===== src/rtl/cskip_serial_subtractor_pkg.sv =====
// cskip_serial_subtractor_pkg: shared state encoding and sizing helpers for the serial carry-skip subtractor
package cskip_serial_subtractor_pkg;
  typedef enum logic [1:0] {IDLE, RUN, DONE} state_t;
  function automatic int nblk(input int width, input int block);
    return width / block;
  endfunction
  // one extra count past the last group marks the commit cycle
  function automatic int blk_w(input int n);
    return $clog2(n + 1);
  endfunction
endpackage


===== src/rtl/cskip_serial_subtractor_if.sv =====
// cskip_serial_subtractor_if: operand/result ready-valid bundle for the serial subtractor
interface cskip_serial_subtractor_if #(parameter int WIDTH = 12, parameter int BLOCK = 4);
  import cskip_serial_subtractor_pkg::*;
  localparam int NBLK = nblk(WIDTH, BLOCK);
  logic [WIDTH-1:0] i_minuend;
  logic [WIDTH-1:0] i_subtrahend;
  logic i_valid;
  logic o_ready;
  logic [WIDTH-1:0] o_diff;
  logic o_borrow;
  logic [NBLK-1:0] o_skip_mask;
  logic o_valid;
  logic i_ready;
  modport master (
    output i_minuend, i_subtrahend, i_valid, i_ready,
    input o_ready, o_diff, o_borrow, o_skip_mask, o_valid
  );
  modport slave (
    input i_minuend, i_subtrahend, i_valid, i_ready,
    output o_ready, o_diff, o_borrow, o_skip_mask, o_valid
  );
endinterface


===== src/rtl/cskip_serial_subtractor_group.sv =====
// cskip_serial_subtractor_group: one BLOCK-bit carry-skip group, ripple carry with a propagate bypass mux
module cskip_serial_subtractor_group #(parameter int BLOCK = 4) (
  input  logic [BLOCK-1:0] a,
  input  logic [BLOCK-1:0] nb,
  input  logic             cin,
  output logic [BLOCK-1:0] sum,
  output logic             cout,
  output logic             p
);
  logic [BLOCK-1:0] gv;
  logic [BLOCK-1:0] pv;
  logic rc;
  assign gv = a & nb;
  assign pv = a ^ nb;
  always_comb begin
    rc = cin;
    sum = '0;
    for (int i = 0; i < BLOCK; i++) begin
      sum[i] = pv[i] ^ rc;
      rc = gv[i] | (pv[i] & rc);
    end
  end
  assign p = &pv;
  assign cout = p ? cin : rc;
endmodule


===== src/rtl/cskip_serial_subtractor.sv =====
// cskip_serial_subtractor: block-serial A - B (A + ~B + 1), one carry-skip group per RUN cycle
module cskip_serial_subtractor
  import cskip_serial_subtractor_pkg::*;
#(
  parameter int WIDTH = 12,
  parameter int BLOCK = 4
) (
  input logic i_clk,
  input logic i_rst,
  cskip_serial_subtractor_if.slave bus
);
  localparam int NBLK = nblk(WIDTH, BLOCK);
  localparam int BW = blk_w(NBLK);
  if (WIDTH % BLOCK != 0 || WIDTH < BLOCK) begin : g_bad_width
    $error("WIDTH must be a non-zero multiple of BLOCK");
  end
  state_t state_q, state_d;
  logic [WIDTH-1:0] a_q, nb_q, diff_acc, diff_q;
  logic [NBLK-1:0] mask_acc, mask_q;
  logic [BW-1:0] blk_q;
  logic carry_q, borrow_q, last;
  logic [BLOCK-1:0] g_sum;
  logic g_cout, g_p;
  cskip_serial_subtractor_group #(.BLOCK(BLOCK)) u_grp (
    .a(a_q[BLOCK-1:0]),
    .nb(nb_q[BLOCK-1:0]),
    .cin(carry_q),
    .sum(g_sum),
    .cout(g_cout),
    .p(g_p)
  );
  // all groups consumed; this RUN cycle commits the accumulators to the outputs
  assign last = blk_q == BW'(NBLK);
  always_comb begin
    state_d = state_q;
    case (state_q)
      IDLE: state_d = bus.i_valid ? RUN : IDLE;
      RUN: state_d = last ? DONE : RUN;
      DONE: state_d = bus.i_ready ? IDLE : DONE;
      default: state_d = IDLE;
    endcase
  end
  always_ff @(posedge i_clk) begin
    if (i_rst) begin
      state_q <= IDLE;
      a_q <= '0;
      nb_q <= '0;
      carry_q <= 1'b0;
      blk_q <= '0;
      diff_acc <= '0;
      mask_acc <= '0;
      diff_q <= '0;
      mask_q <= '0;
      borrow_q <= 1'b0;
    end else begin
      state_q <= state_d;
      if (state_q == IDLE && bus.i_valid) begin
        a_q <= bus.i_minuend;
        nb_q <= ~bus.i_subtrahend;
        carry_q <= 1'b1;
        blk_q <= '0;
        diff_acc <= '0;
        mask_acc <= '0;
      end else if (state_q == RUN && last) begin
        diff_q <= diff_acc;
        mask_q <= mask_acc;
        borrow_q <= ~carry_q;
      end else if (state_q == RUN) begin
        a_q <= a_q >> BLOCK;
        nb_q <= nb_q >> BLOCK;
        carry_q <= g_cout;
        blk_q <= blk_q + BW'(1);
        diff_acc[blk_q*BLOCK +: BLOCK] <= g_sum;
        mask_acc[blk_q] <= g_p;
      end
    end
  end
  assign bus.o_ready = state_q == IDLE;
  assign bus.o_valid = state_q == DONE;
  assign bus.o_diff = diff_q;
  assign bus.o_borrow = borrow_q;
  assign bus.o_skip_mask = mask_q;
endmodule


===== src/flat_wrapper.sv =====
// flat-port wrapper written by rule: the top's interface ports become plain ports
module cskip_serial_subtractor_flat import cskip_serial_subtractor_pkg::*;
#(
  parameter int WIDTH = 12,
  parameter int BLOCK = 4
)
  (i_clk, i_rst, bus_i_minuend, bus_i_subtrahend, bus_i_valid, bus_i_ready, bus_o_ready, bus_o_diff, bus_o_borrow, bus_o_skip_mask, bus_o_valid);
  cskip_serial_subtractor_if #(.WIDTH(WIDTH), .BLOCK(BLOCK)) bus_i ();
  input logic i_clk;
  input logic i_rst;
  input wire logic [$bits(bus_i.i_minuend)-1:0] bus_i_minuend;
  input wire logic [$bits(bus_i.i_subtrahend)-1:0] bus_i_subtrahend;
  input wire logic [$bits(bus_i.i_valid)-1:0] bus_i_valid;
  input wire logic [$bits(bus_i.i_ready)-1:0] bus_i_ready;
  output wire logic [$bits(bus_i.o_ready)-1:0] bus_o_ready;
  output wire logic [$bits(bus_i.o_diff)-1:0] bus_o_diff;
  output wire logic [$bits(bus_i.o_borrow)-1:0] bus_o_borrow;
  output wire logic [$bits(bus_i.o_skip_mask)-1:0] bus_o_skip_mask;
  output wire logic [$bits(bus_i.o_valid)-1:0] bus_o_valid;
  assign bus_i.i_minuend = bus_i_minuend;
  assign bus_i.i_subtrahend = bus_i_subtrahend;
  assign bus_i.i_valid = bus_i_valid;
  assign bus_i.i_ready = bus_i_ready;
  assign bus_o_ready = bus_i.o_ready;
  assign bus_o_diff = bus_i.o_diff;
  assign bus_o_borrow = bus_i.o_borrow;
  assign bus_o_skip_mask = bus_i.o_skip_mask;
  assign bus_o_valid = bus_i.o_valid;
  cskip_serial_subtractor #(.WIDTH(WIDTH), .BLOCK(BLOCK)) u_core (.i_clk(i_clk), .i_rst(i_rst), .bus(bus_i));
endmodule

===== config.mk =====
export PLATFORM = sky130hd
export DESIGN_NAME = cskip_serial_subtractor_flat
export DESIGN_NICKNAME = d
export VERILOG_FILES = /design/src/rtl/cskip_serial_subtractor_pkg.sv /design/src/rtl/cskip_serial_subtractor_if.sv /design/src/rtl/cskip_serial_subtractor_group.sv /design/src/rtl/cskip_serial_subtractor.sv /design/src/flat_wrapper.sv
export SDC_FILE = /design/constraint.sdc
export NUM_CORES = 1
export LEC_CHECK = 0
export BUFFER_PORTS_ARGS = -buffer_cell sky130_fd_sc_hd__buf_4
export CAP_MARGIN = 20
export CORE_MARGIN = 4
export CORE_UTILIZATION = 45
export DETAILED_ROUTE_END_ITERATION = 10
export PLACE_DENSITY = 0.72
export SLEW_MARGIN = 40
export SYNTH_ARGS = -nofsm -noshare
export SYNTH_HDL_FRONTEND = slang
export SYNTH_HIERARCHICAL = 1
export SYNTH_SLANG_ARGS = --single-unit
export TNS_END_PERCENT = 20

===== constraint.sdc =====
create_clock -name i_clk -period 2 [get_ports i_clk]
set_input_delay 0.4 -clock i_clk [delete_from_list [all_inputs] [get_ports i_clk]]
set_output_delay 0.4 -clock i_clk [all_outputs]
set_load 0.005 [all_outputs]

=== After elaboration in Yosys (flattened, before gate mapping) ===
Cells that the tools add are included.

* Latch bits: 0
* Output and inout bits: 18
* Input port bits: 28
* Logic and storage cells: 68
* Register bits: 60
* Bits in writable memories: 0
* Memories kept: 0
* Bits in read-only memories: 0

* Reduce and logical (&&, ||, !) cells: 11
* Bitwise operators: 18
* Add/subtract/negate cells: 2
* Magnitude comparators: 2
* Div/mod/pow operators: 0
* Equal/unequal tests: 5
* Multiply operators: 0
* Shift-type cells: 2
* Muxes and demuxes: 18

{| class="wikitable"
|+ Operators by type and width
! operator !! count
|-
| $mux W12 || 6
|-
| $neg A4 Y34 || 1
|-
| $shift A4 B34 Y12 const A || 1
|-
| $shiftx A4 B34 Y12 || 1
|-
| $bwmux W12 || 1
|-
| $not A12 Y12 || 1
|-
| $mux W1 || 6
|-
| $pmux W2 S3 || 1
|-
| $reduce_and A2 Y1 || 3
|-
| $and A1 B1 Y1 || 4
|-
| $and A4 B4 Y4 || 1
|-
| $eq A2 B2 Y1 const B || 2
|-
| $mux W2 || 2
|-
| $or A1 B1 Y1 || 4
|-
| $reduce_and A4 Y1 || 1
|-
| $xor A1 B1 Y1 || 4
|-
| $xor A4 B4 Y4 || 1
|-
| $bwmux W3 || 1
|-
| $logic_and A1 B1 Y1 || 3
|-
| $lt A2 B3 Y1 const B || 1
|-
| $not A1 Y1 || 3
|-
| $reduce_and A3 Y1 || 1
|-
| $add A2 B1 Y2 const B || 1
|-
| $demux W1 S2 || 1
|-
| other kinds (7) || 7
|}

=== Longest topological paths before layout ===
* Word-level depth: 13
* Gate-level depth with buffers: 10
* Gate-level depth less buffers: 10

=== By module ===
The synthesis kept the hierarchy.

{| class="wikitable"
|+ By module, submodules not included
! module !! instances !! area an instance (um2) !! cells an instance !! sequential area each (um2)
|-
| cskip_serial_subtractor || 1 || 2499.9 || 278 || 1201.2
|-
| cskip_serial_subtractor_group || 1 || 185.2 || 19 || 0.0
|}

=== Least setup slack after synthesis ===
OpenSTA, ideal clock, no wires.

* Path kind: register -> register
* From: reg u_core.a_q[0]
* To: reg u_core.diff_acc[11]
* Path buffers: 0
* Clock period less this slack: 2.184 ns
* Data arrival time: 2.098 ns
* Required time: 1.914 ns
* Setup time: 0.086 ns
* Setup slack: -0.184 ns
* Cell stages (with the launch flop): 11
* Cells stage by stage: dfxtp_1 inv_1 fa_1 inv_1 fa_1 fa_1 inv_1 fa_1 inv_1 nand2_1 a211oi_1

* Word-level cells in the longest chain between the ends: 10
* Elaborated cells between the ends (all ways): 14
* Those cells by class: shift (1); mux (1); bitwise (12)

{| class="wikitable"
|+ Ends and longest elaborated chain
! what !! line !! text
|-
| start: declaration || cskip_serial_subtractor.sv:18 || <nowiki>logic [WIDTH-1:0] a_q, nb_q, diff_acc, diff_q;</nowiki>
|-
| start signal: assignment || cskip_serial_subtractor.sv:58 || <nowiki>a_q <= bus.i_minuend;</nowiki>
|-
| start signal: assignment || cskip_serial_subtractor.sv:69 || <nowiki>a_q <= a_q >> BLOCK;</nowiki>
|-
| $xor A4 B4 Y4 || cskip_serial_subtractor_group.sv:14 || <nowiki>assign pv = a ^ nb;</nowiki>
|-
| $and A1 B1 Y1 || cskip_serial_subtractor_group.sv:20 || <nowiki>rc = gv[i] | (pv[i] & rc);</nowiki>
|-
| $or A1 B1 Y1 * || cskip_serial_subtractor_group.sv:20 ||
|-
| $and A1 B1 Y1 * || cskip_serial_subtractor_group.sv:20 ||
|-
| $or A1 B1 Y1 * || cskip_serial_subtractor_group.sv:20 ||
|-
| $and A1 B1 Y1 * || cskip_serial_subtractor_group.sv:20 ||
|-
| $or A1 B1 Y1 * || cskip_serial_subtractor_group.sv:20 ||
|-
| $xor A1 B1 Y1 * || cskip_serial_subtractor_group.sv:19 || <nowiki>sum[i] = pv[i] ^ rc;</nowiki>
|-
| net u_core.g_sum[3] || cskip_serial_subtractor.sv:22 || <nowiki>logic [BLOCK-1:0] g_sum;</nowiki>
|-
| $shiftx A4 B34 Y12 * || cskip_serial_subtractor.sv:73 || <nowiki>diff_acc[blk_q*BLOCK +: BLOCK] <= g_sum;</nowiki>
|-
| $bwmux W12 * || cskip_serial_subtractor.sv:73 ||
|-
| end signal: indexed assignment || cskip_serial_subtractor.sv:73 ||
|-
| end: declaration || cskip_serial_subtractor.sv:18 ||
|}

Mark *: on every way through the listed nets, which the timed path passes. The rest lies on a longest branch.
A chain may end at the register's enable or synchronous reset.

=== Final worst setup path ===
* From: reg u_core.a_q[0]
* To: reg u_core.diff_acc[7]

Same word-level chain as after synthesis.

==> impl_metrics.toml <==
[cts]
cts_setup_buffers = 0
cts_tree = "built"
htreeDepth = 3
clock_insertion_delay_worst_skew_ns = 0.33
clock-root-buffer = "sky130_fd_sc_hd__clkbuf_8"
cts_made_buffers = 9
path_clk_slew_ns = 0.06
cts-hold-fix-buffers = 0
ctsLongestPathBuffers = 2
clock-sinks = 60

[synth]
synth_largest_type_area_fraction_pct = 44.73
ys_warn_count = 6
gate_count_of_the_mapped_netlist = 297
synth.most_common_cell = "sky130_fd_sc_hd__dfxtp_1"
synth_seq_area_share_pct = 44.73
syn-mean-instance-area_um2 = 9.041
synth_top_flop_cell = "sky130_fd_sc_hd__dfxtp_1"
synth_common_cells = "60 x sky130_fd_sc_hd__dfxtp_1, 51 x sky130_fd_sc_hd__nand2_1, 33 x sky130_fd_sc_hd__a21oi_1"
flop_and_latch_count_out_of_synthesis = 60
synthTopCellsByArea = "sky130_fd_sc_hd__dfxtp_1 45%, sky130_fd_sc_hd__nand2_1 7.1%, sky130_fd_sc_hd__a21oi_1 6.2%"
ys_async_sr_fraction_pct = 0
ys_types = 32
synth_enable_flop_cells = 0
syn_area_mm2 = 0.002685
netlist.top_cell.by_area = "sky130_fd_sc_hd__dfxtp_1"
synth_fp_nets = 338

[routing]
final_antenna_net_count = 0
vias = 2140
route.detailed.drc = 0
route.final.wire_length_mm = 5.569
drt_first_iter_violations = 89
drt-vias-per-instance = 5.157
drt-pass1-iter-count = 4
detail_route.wl_per_cell_um = 13.42

[critical_path]
path_common_cell = "sky130_fd_sc_hd__inv_2"
max_stage_delay_ns = 0.41
ws_path_type = "flip-flop to flip-flop"
critical_path_buffer_and_inverter_count = 4
cp_cell_sequence = "inv_2 > fa_1 > inv_1 > fa_2 > fa_2 > inv_2 > fa_1 > inv_2 > nand2_1 > a211oi_2"
critPathTopFamily = "adder cells"
cp-start-kind = "flip-flop"
slowest_stage = "sky130_fd_sc_hd__fa_1"
cp_data_arrival_time_ns = 2.41
crit_fanout = 3
required_ns = 2.26
category_of_the_worst_setup_path_capture_point = "flip-flop"
timing.reg2reg.setup_slack_ns = -0.16

[sta]
timing_hold_violations_final = 0
final_min_period_over_clock_period_pct = 107.8
fin_ws_ns = -0.1569
slew-limit-headroom_pct = 61.09
clock_skew_ns = 0.006309
fmax_mhz = 463.6
rsz0062_at_grt = "true"
worst_slew_pin_slew_ns = 0.5830
timing.final.setup_violations = 4
finalMaxSlewViolations = 0
fin_worst_hold_slack_ns = 0.2576
finalCriticalPeriod_ns = 2.157

[flow_run]
max_cap_viol_count = 0

[die]
effective_utilization_at_floorplan_pct = 47.59
top_level_ports = 46
die_width_um = 85.25
dieHeight_um = 85.25
rows = 27
core_mm2 = 0.005642
floorplan.die_area_mm2 = 0.007267

[placed_design]
dp.final_hpwl_mm = 3.775
gp_congestion = 0.8367
postPlaceCellArea_mm2 = 0.003047
place_ws_ns = -0.1764
dp_cells = 401
buffer_ports.inserted = 45

[global_routing]
grt.met2_usage_pct = 25.21
antenna_found_initial = 0
global_routing_usage_summed_across_all_routing_layers_pct = 16.63
grt_first_pass_wirelength_mm = 9.535
met3_usage_pct = 7.573
grt_max_degree = 34
grt_overflow_total = 0
via_count_of_the_first_global_routing_pass = 1909
use_met1_pct = 20.84
grt-busiest-layer = "met2"

[run_status]
failing_checks = "negative setup slack"
run_status = "finished, violations left"

[finish]
flow.area_growth_from_synthesis_pct = 19.80
n_antenna_cell = 0
design_area_mm2 = 0.003217
fin_cells = 415
nets = 381
layout_cells_sized_above_1_pct = 27.41

[power]
report.power.total_mw = 2.462
irDropWorstVdd_uv = 546.8
cellLeakagePower_nw = 1.232
power.density_cell_area_mw_per_mm2 = 765.2

[worst_hold_path]
hold_path.class = "input port to flip-flop"
## flip-flops by register name, indices dropped and copies added (netlist names), 2 cells and up
signal and count:
u_core/a_q 12, u_core/blk_q 2, u_core/bus.o_diff 12, u_core/bus.o_skip_mask 3
u_core/diff_acc 12, u_core/mask_acc 3, u_core/nb_q 12, u_core/state_q 2
## repair_timing
item | CTS | global route
pin swaps | 0 | 0
resized for setup | 4 | 5
hold endpoints to repair | 0 | 0
setup endpoints to repair | 4 | 5
## where the power goes
group / internal, mW / switching [mW] / leakage [nW] / total (mW)
Clock: 0.463 / 0.438 / 0.0848 / 0.901
Sequential: 1.24 / 0.0329 / 0.489 / 1.27
Combinational: 0.136 / 0.153 / 0.658 / 0.289
## cells in the final DEF (no fill, tap or decap), drive strengths merged, types with 8 or more instances in the layout
master and instances:
dfxtp 60, buf 57, nand2 51, a21oi 38, nand3 20, nor2 19, a211oi 13, clkbuf 11
inv 11, ha 9, a22oi 8, a2bb2oi 8
## layer usage
metal | vias up | part of all wire, %
li1 | 1113 | -
met2 | 52 | 48
met4 | 0 | 1.1
met5 | - | 0
met3 | 7 | 7.3
met1 | 968 | 43
## stage by stage
stage               TNS (ns)  utilization, %
finish               -0.5798           57.02
global route         -0.9229           57.02
CTS                  -0.6405           56.86
detailed placement   -0.6663           54.00
global placement     -0.2868           53.89
floorplan            -0.2180               -
## cells by family after synthesis
logic type                 share of synthesized area [%]
and+or+nand+nor                                    20.92
AOI/OAI and AO/OA                                  17.89
DFF                                                44.73
buffers and inverters                              7.782
adders and majority gates                          7.176
muxes                                              1.491
## worst paths after layout
check,depth (start not counted),startpoint,endpoint
max,10,u_core/a_q[0],u_core/diff_acc[7]
min,2,bus_i_subtrahend[9],u_core/nb_q[9]
max reg2reg,10,u_core/a_q[0],u_core/diff_acc[7]
min reg2reg,2,u_core/bus.o_diff[0],u_core/bus.o_diff[0]
## cell type report
class | count | area (um2)
clock inverters | 3 | 15.01
well taps | 72 | 90.09
clock buffers | 11 | 141.4
flip-flops and latches | 60 | 1205
repair buffers | 57 | 427.9
multi-input cells | 201 | 1296
fillers | 549 | 2425
inverters | 11 | 41.29
## worst register-to-register path: stages (launching register included)
cell and delay, ns:
sky130_fd_sc_hd__dfxtp_2 0.32, sky130_fd_sc_hd__inv_2 0.05, sky130_fd_sc_hd__fa_1 0.17, sky130_fd_sc_hd__inv_1 0.05, sky130_fd_sc_hd__fa_2 0.35, sky130_fd_sc_hd__fa_2 0.36
sky130_fd_sc_hd__inv_2 0.06, sky130_fd_sc_hd__fa_1 0.41, sky130_fd_sc_hd__inv_2 0.08, sky130_fd_sc_hd__nand2_1 0.06, sky130_fd_sc_hd__a211oi_2 0.17
No activity file was read; power rests on OpenSTA's default activity.
